===== config.mk =====
export PLATFORM = sky130hd
export DESIGN_NAME = qr_col_sched
export DESIGN_NICKNAME = d
export VERILOG_FILES = /design/src/rtl/qr_col_sched.sv
export SDC_FILE = /design/constraint.sdc
export NUM_CORES = 1
export LEC_CHECK = 0
export CAP_MARGIN = 20
export CORE_MARGIN = 4
export CORE_UTILIZATION = 52
export CTS_BUF_LIST = sky130_fd_sc_hd__clkbuf_4
export DETAILED_ROUTE_END_ITERATION = 8
export GPL_ROUTABILITY_DRIVEN = 0
export GPL_TIMING_DRIVEN = 0
export PLACE_DENSITY = 0.93
export SLEW_MARGIN = 40
export SYNTH_ARGS = -nofsm -noshare
export SYNTH_HDL_FRONTEND = slang
export SYNTH_SLANG_ARGS = --single-unit
export TNS_END_PERCENT = 30

===== constraint.sdc =====
create_clock -name i_clk -period 7.2 [get_ports i_clk]
set_input_delay 1.44 -clock i_clk [delete_from_list [all_inputs] [get_ports i_clk]]
set_output_delay 1.44 -clock i_clk [all_outputs]
set_load 0.02 [all_outputs]

===== src/rtl/qr_col_sched.sv =====
`default_nettype none
// qr_col_sched: feeds a column-shrinking element stream (ROWS, ROWS-1, ...) into a
// pipelined Givens cell and waits for every element to return before the next column.
module qr_col_sched #(
  parameter int INOUT_WIDTH = 16,
  parameter int ROWS        = 4,
  parameter int COLS        = 4
) (
  input  logic                       i_clk,
  input  logic                       i_rst,
  input  logic                       i_start,
  input  logic                       i_abort,
  input  logic                       i_in_valid,
  input  logic [2*INOUT_WIDTH-1:0]   i_in_data,
  output logic                       o_in_ready,
  output logic                       o_gg_valid,
  output logic [2*INOUT_WIDTH-1:0]   o_gg_data,
  output logic                       o_gg_first,
  output logic                       o_gg_last,
  input  logic                       i_gg_ret_valid,
  output logic [2:0]                 o_col_idx,
  output logic                       o_busy,
  output logic                       o_done
);

  localparam int             CW        = 4;
  localparam logic [CW-1:0]  ROWS_C    = CW'(ROWS);
  localparam logic [2:0]     COLS_LAST = 3'(COLS - 1);

  typedef enum logic [1:0] {
    S_IDLE  = 2'd0,
    S_FEED  = 2'd1,
    S_DRAIN = 2'd2,
    S_DONE  = 2'd3
  } state_t;

  state_t                     state_q, state_d;
  logic [2:0]                 col_q, col_d;
  logic [CW-1:0]              issued_q, issued_d;
  logic [CW-1:0]              returned_q, returned_d;
  logic                       gg_valid_q, gg_valid_d;
  logic [2*INOUT_WIDTH-1:0]   gg_data_q, gg_data_d;
  logic                       gg_first_q, gg_first_d;
  logic                       gg_last_q, gg_last_d;

  logic [CW-1:0]              n_cur;
  logic                       in_ready;
  logic                       accept;
  logic                       ret_en;

  // Column c carries ROWS-c elements (the triangle below the diagonal shrinks).
  assign n_cur    = ROWS_C - {1'b0, col_q};
  assign in_ready = (state_q == S_FEED) && (issued_q < n_cur);
  assign accept   = i_in_valid && in_ready;
  assign ret_en   = i_gg_ret_valid && ((state_q == S_FEED) || (state_q == S_DRAIN));

  always_comb begin
    state_d    = state_q;
    col_d      = col_q;
    issued_d   = issued_q;
    returned_d = returned_q;
    gg_valid_d = 1'b0;
    gg_data_d  = gg_data_q;
    gg_first_d = 1'b0;
    gg_last_d  = 1'b0;

    if (accept) begin
      issued_d   = issued_q + CW'(1);
      gg_valid_d = 1'b1;
      gg_data_d  = i_in_data;
      gg_first_d = (issued_q == '0);
      gg_last_d  = (issued_q == n_cur - CW'(1));
    end

    // Returns are counted in FEED too, so a pulse coinciding with the final accept is kept.
    if (ret_en && (returned_q < n_cur)) begin
      returned_d = returned_q + CW'(1);
    end

    case (state_q)
      S_IDLE: begin
        if (i_start) begin
          state_d    = S_FEED;
          col_d      = 3'd0;
          issued_d   = '0;
          returned_d = '0;
        end
      end
      S_FEED: begin
        if (accept && (issued_q == n_cur - CW'(1))) begin
          state_d = S_DRAIN;
        end
      end
      S_DRAIN: begin
        if (returned_q == n_cur) begin
          if (col_q < COLS_LAST) begin
            state_d    = S_FEED;
            col_d      = col_q + 3'd1;
            issued_d   = '0;
            returned_d = '0;
          end else begin
            state_d = S_DONE;
          end
        end
      end
      S_DONE: begin
        state_d = S_IDLE;
      end
      default: begin
        state_d = S_IDLE;
      end
    endcase

    // Abort overrides everything, including an element accepted this cycle.
    if (i_abort) begin
      state_d    = S_IDLE;
      col_d      = 3'd0;
      issued_d   = '0;
      returned_d = '0;
      gg_valid_d = 1'b0;
      gg_first_d = 1'b0;
      gg_last_d  = 1'b0;
    end
  end

  always_ff @(posedge i_clk or posedge i_rst) begin
    if (i_rst) begin
      state_q    <= S_IDLE;
      col_q      <= 3'd0;
      issued_q   <= '0;
      returned_q <= '0;
      gg_valid_q <= 1'b0;
      gg_data_q  <= '0;
      gg_first_q <= 1'b0;
      gg_last_q  <= 1'b0;
    end else begin
      state_q    <= state_d;
      col_q      <= col_d;
      issued_q   <= issued_d;
      returned_q <= returned_d;
      gg_valid_q <= gg_valid_d;
      gg_data_q  <= gg_data_d;
      gg_first_q <= gg_first_d;
      gg_last_q  <= gg_last_d;
    end
  end

  assign o_in_ready = in_ready;
  assign o_gg_valid = gg_valid_q;
  assign o_gg_data  = gg_data_q;
  assign o_gg_first = gg_first_q;
  assign o_gg_last  = gg_last_q;
  assign o_col_idx  = col_q;
  assign o_busy     = (state_q != S_IDLE);
  assign o_done     = (state_q == S_DONE);

endmodule
`default_nettype wire


# == Word-level counts from Yosys, hierarchy flattened ==
# Index checks and enable logic that the tools add are counted.
# totals
inputBits,38
word_cells,66
out_inout_bits,41
reg_bits,48
# op_classes
mux,29
n_eq_ne,9
n_reduce_logical,12
order_cmp,3
add_sub_neg,5
# op_table
operator,count
4-bit two-way mux,10
4-bit one-hot mux with 2 select lines,2
3-bit two-way mux,4
2-bit two-way mux,5
3-bit by 2-bit inequality test with 1-bit output (second input constant),3
4-bit by 1-bit adder with 4-bit output (second input constant),2
4-bit == test,2
4-bit < comparator,2
2-bit one-hot mux with 4 select lines,1
1-bit two-way mux,6
3-bit one-hot mux with 2 select lines,1
1-bit logical AND,5
2-bit == test (second input constant),2
4-bit zero test,1
4-bit AND reduction,1
3-bit by 3-bit subtractor with 4-bit output (first input constant),1
4-bit by 1-bit subtractor with 4-bit output (second input constant),1
3-bit by 1-bit adder with 3-bit output (second input constant),1
3-bit by 2-bit < comparator with 1-bit output (second input constant),1
3-bit inequality test (second input constant),1
3-bit AND reduction,1
3-bit nonzero test,1
2-bit by 1-bit == test with 1-bit output (second input constant),1
2-bit zero test,1
other kinds (2),2

# == Logic depth before layout (Yosys ltp) ==
# logic_depth
ltp_word,9
depth_mapped,11
depth_no_buf,10

# == Least setup slack after synthesis ==
# Ideal clock, no wire load.
# synth_timing
path_kind,flip-flop to output port
start,"register col_q[0], in the netlist o_col_idx[0]"
end,output o_in_ready
path_stages_with_launch,9
setup_slack_ns,3.718
required_ns,5.760
n_path_buf,0
arrival_ns,2.042
cell_sequence,dfrtp_1 > inv_1 > ha_1 > inv_1 > ha_1 > nor2b_1 > o31a_1 > o21ai_0 > and3b_1
# synth_via
elab_chain_cells,3
# synth_rtl
item,line,text
start: declaration,38,"logic [2:0] col_q, col_d;"
start signal: assignment,138,col_q <= col_d;
3-bit by 3-bit subtractor with 4-bit output,52,"assign n_cur = ROWS_C - {1'b0, col_q};"
4-bit < comparator,53,assign in_ready = (state_q == S_FEED) && (issued_q < n_cur);
1-bit logical AND,53,
end: declaration,15,"output logic o_in_ready,"
# Every way passes these cells.

# == Worst setup path after layout ==
# Same ends and word-level chain as after synthesis.

==> run_results.csv <==
group,metric,value,unit
run_status,status,"finished clean",
synth,netlist_instances,193,
critical_path,critPathArrivalTime,3070,ps
power_and_ir_drop,clkPwrFrac,12.5,%
final_layout,layoutNonFillerInstCount,332,
sta,period_minus_slack,4514,ps
critical_path,end_kind,"primary output",
sta,tightest_slew,477.7,ps
power_and_ir_drop,p_leak,1.597,nW
synth,synth_area,2506,µm²
die,die_area,5994,µm²
final_layout,diodes,0,
sta,hold_ws,530.0,ps
sta,hold_viol_final,0,
synth,syn_nets,247,
synth,ys_types,43,
drt,drt_pass1_iterations,4,
placed_design,portBuffers,78,
power_and_ir_drop,pwr-share-seq,32.4,%
synth,yosysTopAreaCell,"dfrtp_1",
die,io_pins,79,
final_layout,multi_input_area,1219,µm²
die,die-width,77.42,µm
clock_tree,clk_root_buffer_cell,"clkbuf_4",
grt,grt_usage,19.87,%
power_and_ir_drop,power_switching_share,36.99,%
grt,grt_antenna_before_repair,0,
hold_path,hold_path.class,"reg2reg",
placed_design,place_inst,324,
sta,timing.fmax,221.6,MHz
final_layout,layout-drive-gt1-share,18.21,%
clock_tree,clockBufferDepth,2,
final_layout,utilization,76.81,%
synth,synth_warnings,0,
final_layout,fillers,277,
power_and_ir_drop,powerDensity,394.0,nW/µm²
clock_tree,numCtsBuffers,5,
clock_tree,postCtsSetupRepairBufs,0,
sta,finalMaxSlewViolations,0,
grt,grt_pass1_vias,1862,
clock_tree,htreeDepth,2,
clock_tree,cts_tree,"done",
drt,totalWireLength,5.697,mm
clock_tree,clkLatencyLatePin,380,ps
synth,yosysTopAreaCellShare,47.93,%
final_layout,syn_to_final_growth,38.04,%
sta,setup_viol,0,
grt,grt_pass1_wl,9.411,mm
job,drv_cap,0,
critical_path,regToRegSetupSlack,4270,ps
clock_tree,cts.sinks,48,
sta,relSlewSlack,68.15,%
power_and_ir_drop,irDropWorstVdd,0.0002241,V
drt,ant_nets,0,
sta,rsz0062_at_grt,"false",
placed_design,dp_hpwl,4.292,mm
hold_path,holdCritStartpoint,"o_gg_data[16]$_DFFE_PP0N_",
sta,finalCritPeriodShare,62.69,%
drt,vias,1786,
grt,grt_max_degree,39,
final_layout,final_common_cell,"clkdlybuf4s50_1",
power_and_ir_drop,combPwrFrac,55.2,%
power_and_ir_drop,p_total,1.363,mW
die,rows,24,
sta,fin_skew,20.92,ps
die,initial_core_util,55.64,%
synth,synth_edf_count,0,
synth,ys.flop_type,"dfrtp_1",
final_layout,fin_nets,333,
synth,ys_top_cells_by_area,"dfrtp_1 (48%), mux2_4 (17%), ha_1 (8.0%), nor2_1 (2.2%), mux2_2 (1.8%)",
critical_path,worstPathRequired,5760,ps
power_and_ir_drop,p_switching,0.5041,mW
synth,synthArstFlopShare,100.0,%
critical_path,rr_startpoint,"o_col_idx[0]$_DFFE_PP0P_",
synth,seq_area_frac_synth,47.93,%
clock_tree,post_cts_resized,0,
die,core,4504,µm²
drt,avgRoutedWirePerCell,17.16,µm
clock_tree,holdBufCountCts,0,
critical_path,path_class,"reg2out",
final_layout,seqCellArea,1201,µm²
critical_path,start_kind,"flip-flop",
die,fp.dieH,77.42,µm
critical_path,crit_fanout,10,
synth,syn_avg_cell_area,12.99,µm²
synth,yosys_register_bits,48,
critical_path,startpoint,"o_col_idx[0]$_DFFE_PP0P_",
clock_tree,clkTransAtPathRegs,160,ps
drt,post-route-drc-count,0,
drt,viasPerCell,5.380,
final_layout,mostFrequentLayoutCells,"clkdlybuf4s50_1 (78), dfrtp_1 (48), mux2_4 (28)",
drt,drt-initial-drc-count,143,
power_and_ir_drop,p_int,0.8588,mW
sta,setup_tns,0,ps
grt,grt.overflow.total,0,
[layer usage]
layer | share of wire, % | global-route usage (%) | vias to the layer above | routed length (µm)
li1 | - | - | 853 | -
met1 | 41 | 24.57 | 856 | 2355
met2 | 52 | 34.80 | 67 | 2958
met3 | 4.6 | 3.819 | 10 | 262
met4 | 2.1 | 6.940 | 0 | 121
met5 | 0 | 0 | - | 0
[Yosys cell counts, drive strengths merged, types with 4 or more instances]
master,count
dfrtp,48
nor2,15
ha,16
mux2,32
mux2i,4
a21oi,5
inv,11
nand2,4
buf,4
o21ai,5
xnor2,6
[sequential cells by signal, summed over array words and instances, names as in the netlist]
signal / count
o_gg_valid: 1
o_gg_last: 1
state_q: 2
returned_q: 4
o_col_idx: 3
o_gg_first: 1
o_gg_data: 32
issued_q: 4
[worst paths after layout]
check,endpoint,depth (start not counted)
worst max-delay path,o_in_ready,9
worst min-delay path,o_gg_data[16]$_DFFE_PP0N_,1
worst max register to register,o_gg_data[26]$_DFFE_PP0N_,10
worst min register to register,o_gg_data[16]$_DFFE_PP0N_,1
max in group asynchronous,issued_q[3]$_DFF_PP0_,3
min in group asynchronous,o_col_idx[0]$_DFFE_PP0P_,2
[layout make-up]
cell class	count	share of cell area (%)
Buffer	5	1.302
Clock buffer	5	1.085
Clock inverter	3	1.374
Inverter	11	1.266
Multi-Input combinational cell	129	35.23
Sequential cell	48	34.72
Tap cell	52	1.881
Timing Repair Buffer	79	23.15
[critical path: stages (launching register included)]
cell and delay [ps]:
dfrtp_1 590, inv_1 110, ha_1 360, inv_1 130, ha_1 240, nor2b_1 140, o31a_1 280, o21ai_0 80
and3b_1 180, clkdlybuf4s50_1 600
[power by group through the flow]
stage,Combinational (mW),Sequential (mW),Clock [mW]
CTS,0.758,0.443,0.171
global placement,0.735,0.438,0
finish,0.752,0.441,0.170
detailed placement,0.753,0.446,0
global route,0.799,0.456,0.183
floorplan,0.339,0.556,0
[through the flow]
step	setup WS (ps)	area, µm²
3_5_place_dp	3116	3374
3_3_place_gp	3169	3352
4_1_cts	2687	3460
2_1_floorplan	3718	2506
6_report	2687	3460
5_1_grt	2526	3460
[cells by family after synthesis]
| logic type | Yosys count | synth area share, % |
|---|---|---|
| compound gates | 25 | 7.289 |
| mux | 36 | 20.17 |
| buf+inv | 16 | 3.445 |
| xor+xnor | 9 | 3.445 |
| flops | 48 | 47.93 |
| fa+ha+maj | 16 | 7.988 |
| simple gates | 43 | 9.736 |
(Power assumes the default switching activity.)
